**src/rtl/multi_click_pkg.sv**
```systemverilog
// multi_click_pkg: state encoding shared by the multi-click decoder.
package multi_click_pkg;
    typedef enum logic [1:0] {IDLE, COLLECT, REPORT} mc_state_t;
endpackage

```
**src/rtl/gap_timer.sv**
```systemverilog
// gap_timer: counts idle cycles and flags when the gap reaches WINDOW-1; saturates there.
module gap_timer #(
    parameter int WINDOW = 25_000_000
) (
    input  logic clk,
    input  logic rst,
    input  logic clear,
    input  logic run,
    output logic expire
);
    localparam int TW = $clog2(WINDOW);
    localparam logic [TW-1:0] LAST = TW'(WINDOW - 1);
    logic [TW-1:0] count;
    always_ff @(posedge clk) begin
        if (!rst || clear) count <= '0;
        else if (run && !expire) count <= count + 1'b1;
    end
    assign expire = count == LAST;
endmodule

```
**src/rtl/multi_click_decoder.sv**
```systemverilog
// multi_click_decoder: groups debounced press pulses into bursts and reports the burst size.
module multi_click_decoder
    import multi_click_pkg::*;
#(
    parameter int WINDOW     = 25_000_000,
    parameter int MAX_CLICKS = 3,
    parameter int CW         = $clog2(MAX_CLICKS + 1)
) (
    input  logic          clk,
    input  logic          rst,
    input  logic          press,
    output logic          click_valid,
    output logic [CW-1:0] click_count,
    output logic          busy
);
    localparam logic [CW-1:0] MAXC = CW'(MAX_CLICKS);
    localparam logic [CW-1:0] ONE  = CW'(1);
    mc_state_t     state;
    logic [CW-1:0] cnt;
    logic [CW-1:0] cnt_inc;
    logic          expire;
    assign cnt_inc = cnt + 1'b1;
    // the timer restarts on every press so the window is measured from the latest one
    gap_timer #(.WINDOW(WINDOW)) u_timer (
        .clk    (clk),
        .rst    (rst),
        .clear  (press || state != COLLECT),
        .run    (state == COLLECT),
        .expire (expire)
    );
    always_ff @(posedge clk) begin
        if (!rst) begin
            state       <= IDLE;
            cnt         <= '0;
            click_valid <= 1'b0;
            click_count <= '0;
            busy        <= 1'b0;
        end else begin
            click_valid <= 1'b0;
            busy        <= 1'b1;
            case (state)
                IDLE, REPORT: begin
                    if (press) begin
                        cnt         <= ONE;
                        state       <= (ONE == MAXC) ? REPORT : COLLECT;
                        click_valid <= ONE == MAXC;
                        click_count <= (ONE == MAXC) ? ONE : click_count;
                    end else begin
                        cnt   <= '0;
                        state <= IDLE;
                        busy  <= 1'b0;
                    end
                end
                COLLECT: begin
                    if (press) begin
                        cnt <= cnt_inc;
                        if (cnt_inc == MAXC) begin
                            state       <= REPORT;
                            click_valid <= 1'b1;
                            click_count <= cnt_inc;
                        end
                    end else if (expire) begin
                        state       <= REPORT;
                        click_valid <= 1'b1;
                        click_count <= cnt;
                    end
                end
                default: state <= IDLE;
            endcase
        end
    end
endmodule

```
**config.mk**
```make
export PLATFORM = sky130hd
export DESIGN_NAME = multi_click_decoder
export DESIGN_NICKNAME = d
export VERILOG_FILES = /design/src/rtl/multi_click_pkg.sv /design/src/rtl/gap_timer.sv /design/src/rtl/multi_click_decoder.sv
export SDC_FILE = /design/constraint.sdc
export NUM_CORES = 1
export LEC_CHECK = 0
export ABC_CLOCK_PERIOD_IN_PS = 2500
export BUFFER_PORTS_ARGS = -buffer_cell sky130_fd_sc_hd__clkbuf_2
export CORE_AREA = 4 4 58 60
export CTS_CLUSTER_DIAMETER = 80
export DETAILED_ROUTE_END_ITERATION = 7
export DIE_AREA = 0 0 62 64
export PLACE_DENSITY = 0.76
export RECOVER_POWER = 50
export REMOVE_ABC_BUFFERS = 1
export SYNTH_ARGS = -nofsm -noshare
export SYNTH_HDL_FRONTEND = slang
export SYNTH_SLANG_ARGS = --single-unit
```
**constraint.sdc**
```tcl
create_clock -name clk -period 2.5 [get_ports clk]
set_clock_uncertainty 0.2 [all_clocks]
set_input_delay 0.125 -clock clk [delete_from_list [all_inputs] [get_ports clk]]
set_output_delay 0.125 -clock clk [all_outputs]
set_load 0.02 [all_outputs]
```
==> impl.org <==
** Die
- The die covers 3970 um^2.
- Standard-cell rows :: 20
- Chip Width :: 62 um
- Starting utilization of the core area :: 0.551
- Top-level port count :: 7
- Vertical die dimension :: 64 um
- Standard cell core area :: 2930 um^2

** Clock network
- The tree built by TritonCTS fans out to 33 sinks.
- The number of clock buffers added by TritonCTS is 5.
- At the later pin of the worst-skew pair, clock insertion delay measures 0.35 ns.
- After clock tree synthesis, the flow added hold-fix buffers numbering 2.
- Post-CTS timing repair inserted 0 buffers for setup.
- Clock tree from TritonCTS :: done
- The longest clock path from root to sink contains 2 buffers.
- Post-cts gate resize count :: 0
- CTS placed an instance of sky130_fd_sc_hd__clkbuf_4 at the clock tree root.
- Clock-pin transition on the worst setup and hold timing paths :: 0.10 ns
- CTS H-tree depth :: 2

** Critical path
- R2r worst-path depth :: 5
- The worst setup path is launched from an input port.
- The worst setup path is captured at a register.
- Path type of the worst setup path :: in -> reg
- Worst reg2reg startpoint :: u_timer.count[7]
- At the worst endpoint, the required time is 2.59 ns.
- In this run the worst path has a maximum fanout of 9.
- STA puts the critical path data arrival time at 2.32 ns.
- Capture point of the worst reg-to-reg path :: click_count[1]
- Flop-to-flop setup slack :: 0.34 ns

** STA
- Final sum of negative setup slack :: 0 ns
- Based on the critical path, the design can be clocked at up to 448 MHz.
- For the pin with the worst max-slew slack, the measured transition is 0.501 ns.
- Total count of hold-check failures in the final report :: 0
- Setup violations remaining at the end of the flow were counted as 0.
- Slew Limit Fails :: 0
- Max transition margin :: 0.665
- The routed design could run at a clock period as short as 2.23 ns.
- Setup repair after global routing left no endpoint under its margin.
- Final setup slack of the worst path :: 0.266 ns
- Ratio of final minimum period to clock period :: 0.894

** Placement
- Number of cells after detailed placement :: 223
- Post-placement setup slack :: 0.424 ns
- Final HPWL DP :: 2380 um
- IO Port Bufs :: 6
- Final RePlAce weighted congestion :: 0.861

** Drt
- The final layout contains routed wiring with a total length of 3310 um.
- The pre-antenna-repair detailed-routing pass consisted of 4 iterations.
- Post-detailed-route count of antenna-violating nets :: 0
- Routed vias/inst :: 6.01
- Dividing the detail-routed wire length by the instance count gives 14.2 um.
- Across all layers, the routed design uses 1401 vias.
- Violation count after the first detailed-routing iteration :: 79
- Post-route DRC :: 0

** Power
- Summed over all cells, the static leakage comes to 0.522 nW.
- Pwr Density :: 538 nW/um^2
- Of the total power, the share spent switching nets is 0.238.
- Part of the power in registers :: 0.575
- Internal portion of total power :: 0.712 mW
- The share of total power dissipated in the clock network is 0.367.
- Across the VDD grid, the largest voltage drop is 411 uV.
- Summed over all nets, the switching power comes to 0.222 mW.
- The share of total power dissipated in combinational logic is 0.058.

** Yosys
- In the post-synthesis netlist, the cell with the most instances is sky130_fd_sc_hd__dfxtp_1.
- In the post-synthesis netlist, the biggest area contributors are sky130_fd_sc_hd__dfxtp_1 (41%), sky130_fd_sc_hd__xnor2_1 (7.6%), sky130_fd_sc_hd__nor2_1 (5.3%).
- Number of storage elements in the synthesis netlist :: 33
- Yosys mapped the design onto 42 distinct sky130hd cell types.
- Synth Flop Type :: sky130_fd_sc_hd__dfxtp_1
- Cell types with the highest counts after synthesis :: sky130_fd_sc_hd__dfxtp_1 (33), sky130_fd_sc_hd__nor2_1 (23), sky130_fd_sc_hd__xnor2_1 (14), sky130_fd_sc_hd__nand2_1 (11), sky130_fd_sc_hd__nand3_1 (10)
- Synthesis produced 189 cells.
- Number of flops mapped to enable cells by yosys :: 0
- Synth top area share :: 0.409
- In this run the mean area of a mapped cell was 8.54 um^2.
- Yosys synthesis warning count :: 0
- Fraction of registers with async set/reset :: 0
- Of the synthesized area, sequential elements account for 0.409.
- Of all cell types, the one taking the most synthesized area is sky130_fd_sc_hd__dfxtp_1.
- After synthesis the cells add up to 1610 um^2.

** Finish
- Compared with the post-synthesis result, the final layout area differs by 7.60%.
- Share of final-layout standard cells stronger than drive strength 1 :: 0.0900
- The finished layout holds 233 standard cells, fillers aside.
- Post-layout nets :: 204
- 0 antenna diodes ended up in the layout.

** Global routing
- The number of global-route vias before repair was 1445.
- All-Layer GR Usage :: 0.201
- Maximum number of pins on one net before global-route repair :: 20
- The number of antenna violations at the first check in global routing came to 0.
- Global routing finished with a remaining overflow of 0.
- The first global-routing pass estimated 6130 um of wire.

** Min path
- The path with the worst hold slack has its endpoint at click_count[0].
- The worst hold path passes through 2 cells.
- Min-Delay Startpoint :: click_count[0]
- Min-Delay Path Class :: reg -> reg

** Job
- Max-cap check violation count :: 0

** Outcome
- Status :: completed
## power by group through the flow
stage / Sequential (mW) / Combinational (mW) / Clock, mW
finish: 0.537 / 0.0540 / 0.343
global route: 0.538 / 0.0606 / 0.385
CTS: 0.537 / 0.0567 / 0.351
detailed placement: 0.549 / 0.0541 / 0
global placement: 0.549 / 0.0515 / 0
floorplan: 0.550 / 0.0337 / 0
## sequential cells by signal, indices dropped and copies added, names as in the netlist
name,cells
u_timer.count,25
click_count,2
cnt,2
state,2
busy,1
click_valid,1
## how the worst max path moves through the flow
stage	slack [ns]	from	cells after the start	endpoint
after floorplan	0.26	u_timer.count[0]	5	u_timer.count[10]
after global placement	0.47	u_timer.count[6]	5	click_count[1]
after detailed placement	0.42	u_timer.count[6]	5	click_count[1]
after CTS	0.41	u_timer.count[6]	5	click_count[1]
after global routing	0.16	press	7	click_count[1]
final	0.27	press	7	click_count[1]
## cell families after synthesis
family,count (synthesis),share of synthesized area
simple gates,95,0.340
flops,33,0.409
compound gates,29,0.112
xor+xnor,15,0.0814
buf+inv,15,0.0411
fa+ha+maj,2,0.0155
## placed cells by master (no fill, tap or decap), types with 2 or more instances in the layout
master                          synthesis  final
sky130_fd_sc_hd__and3_1                 3      3
sky130_fd_sc_hd__nor4_1                 6      7
sky130_fd_sc_hd__nor3_1                 9      9
sky130_fd_sc_hd__xnor2_1               14     14
sky130_fd_sc_hd__or3_1                  6      6
sky130_fd_sc_hd__nand4_1                7      7
sky130_fd_sc_hd__dfxtp_1               33     33
sky130_fd_sc_hd__o211ai_1               2      2
sky130_fd_sc_hd__clkbuf_1               5      5
sky130_fd_sc_hd__clkbuf_8               0      2
sky130_fd_sc_hd__nor4bb_1               2      2
sky130_fd_sc_hd__o21ai_1                8      8
sky130_fd_sc_hd__or4_1                  5      5
sky130_fd_sc_hd__clkbuf_2               0      2
sky130_fd_sc_hd__o31ai_1                3      3
sky130_fd_sc_hd__nand3_1               10     10
sky130_fd_sc_hd__dlygate4sd3_1          0      2
sky130_fd_sc_hd__nand2_1               11     11
sky130_fd_sc_hd__nor2_1                23     23
sky130_fd_sc_hd__buf_4                  0      2
sky130_fd_sc_hd__inv_1                  6      6
sky130_fd_sc_hd__clkbuf_4               0      5
sky130_fd_sc_hd__a21oi_1                9     10
sky130_fd_sc_hd__ha_1                   2      2
## final cells by class
type	instances	area, um^2
fill	273	1190
multi-input combinational	141	875
sequential	33	661
clock buffer	7	65.1
timing repair buffer	11	63.8
tap	33	41.3
inverter	7	26.3
clock inverter	1	5.00
## per-layer routing
layer	GRT usage	routed length, um	share of wire	up-vias
li1	-	-	-	704
met1	0.253	1520	0.46	670
met2	0.313	1620	0.49	21
met3	0.0545	118	0.036	6
met4	0.0849	50	0.015	0
met5	0	0	0	-
## worst max-delay path, stage by stage
cell and delay (ns):
sky130_fd_sc_hd__dlygate4sd3_1 0.53, sky130_fd_sc_hd__clkbuf_1 0.20, sky130_fd_sc_hd__or3b_1 0.42, sky130_fd_sc_hd__nor4_1 0.35, sky130_fd_sc_hd__a21oi_1 0.23, sky130_fd_sc_hd__a211o_1 0.32
sky130_fd_sc_hd__a21oi_2 0.13
## per-stage QoR
step	total power [mW]	cell area, um^2	hold WS, ns	utilization
2_1_floorplan	0.583	1570	0.0408	-
3_3_place_gp	0.601	1670	0.215	0.570
3_5_place_dp	0.604	1670	0.231	0.570
4_1_cts	0.945	1760	0.293	0.600
5_1_grt	0.984	1740	0.329	0.593
6_report	0.934	1740	0.290	0.593
Power figures use the tool's default switching activity.
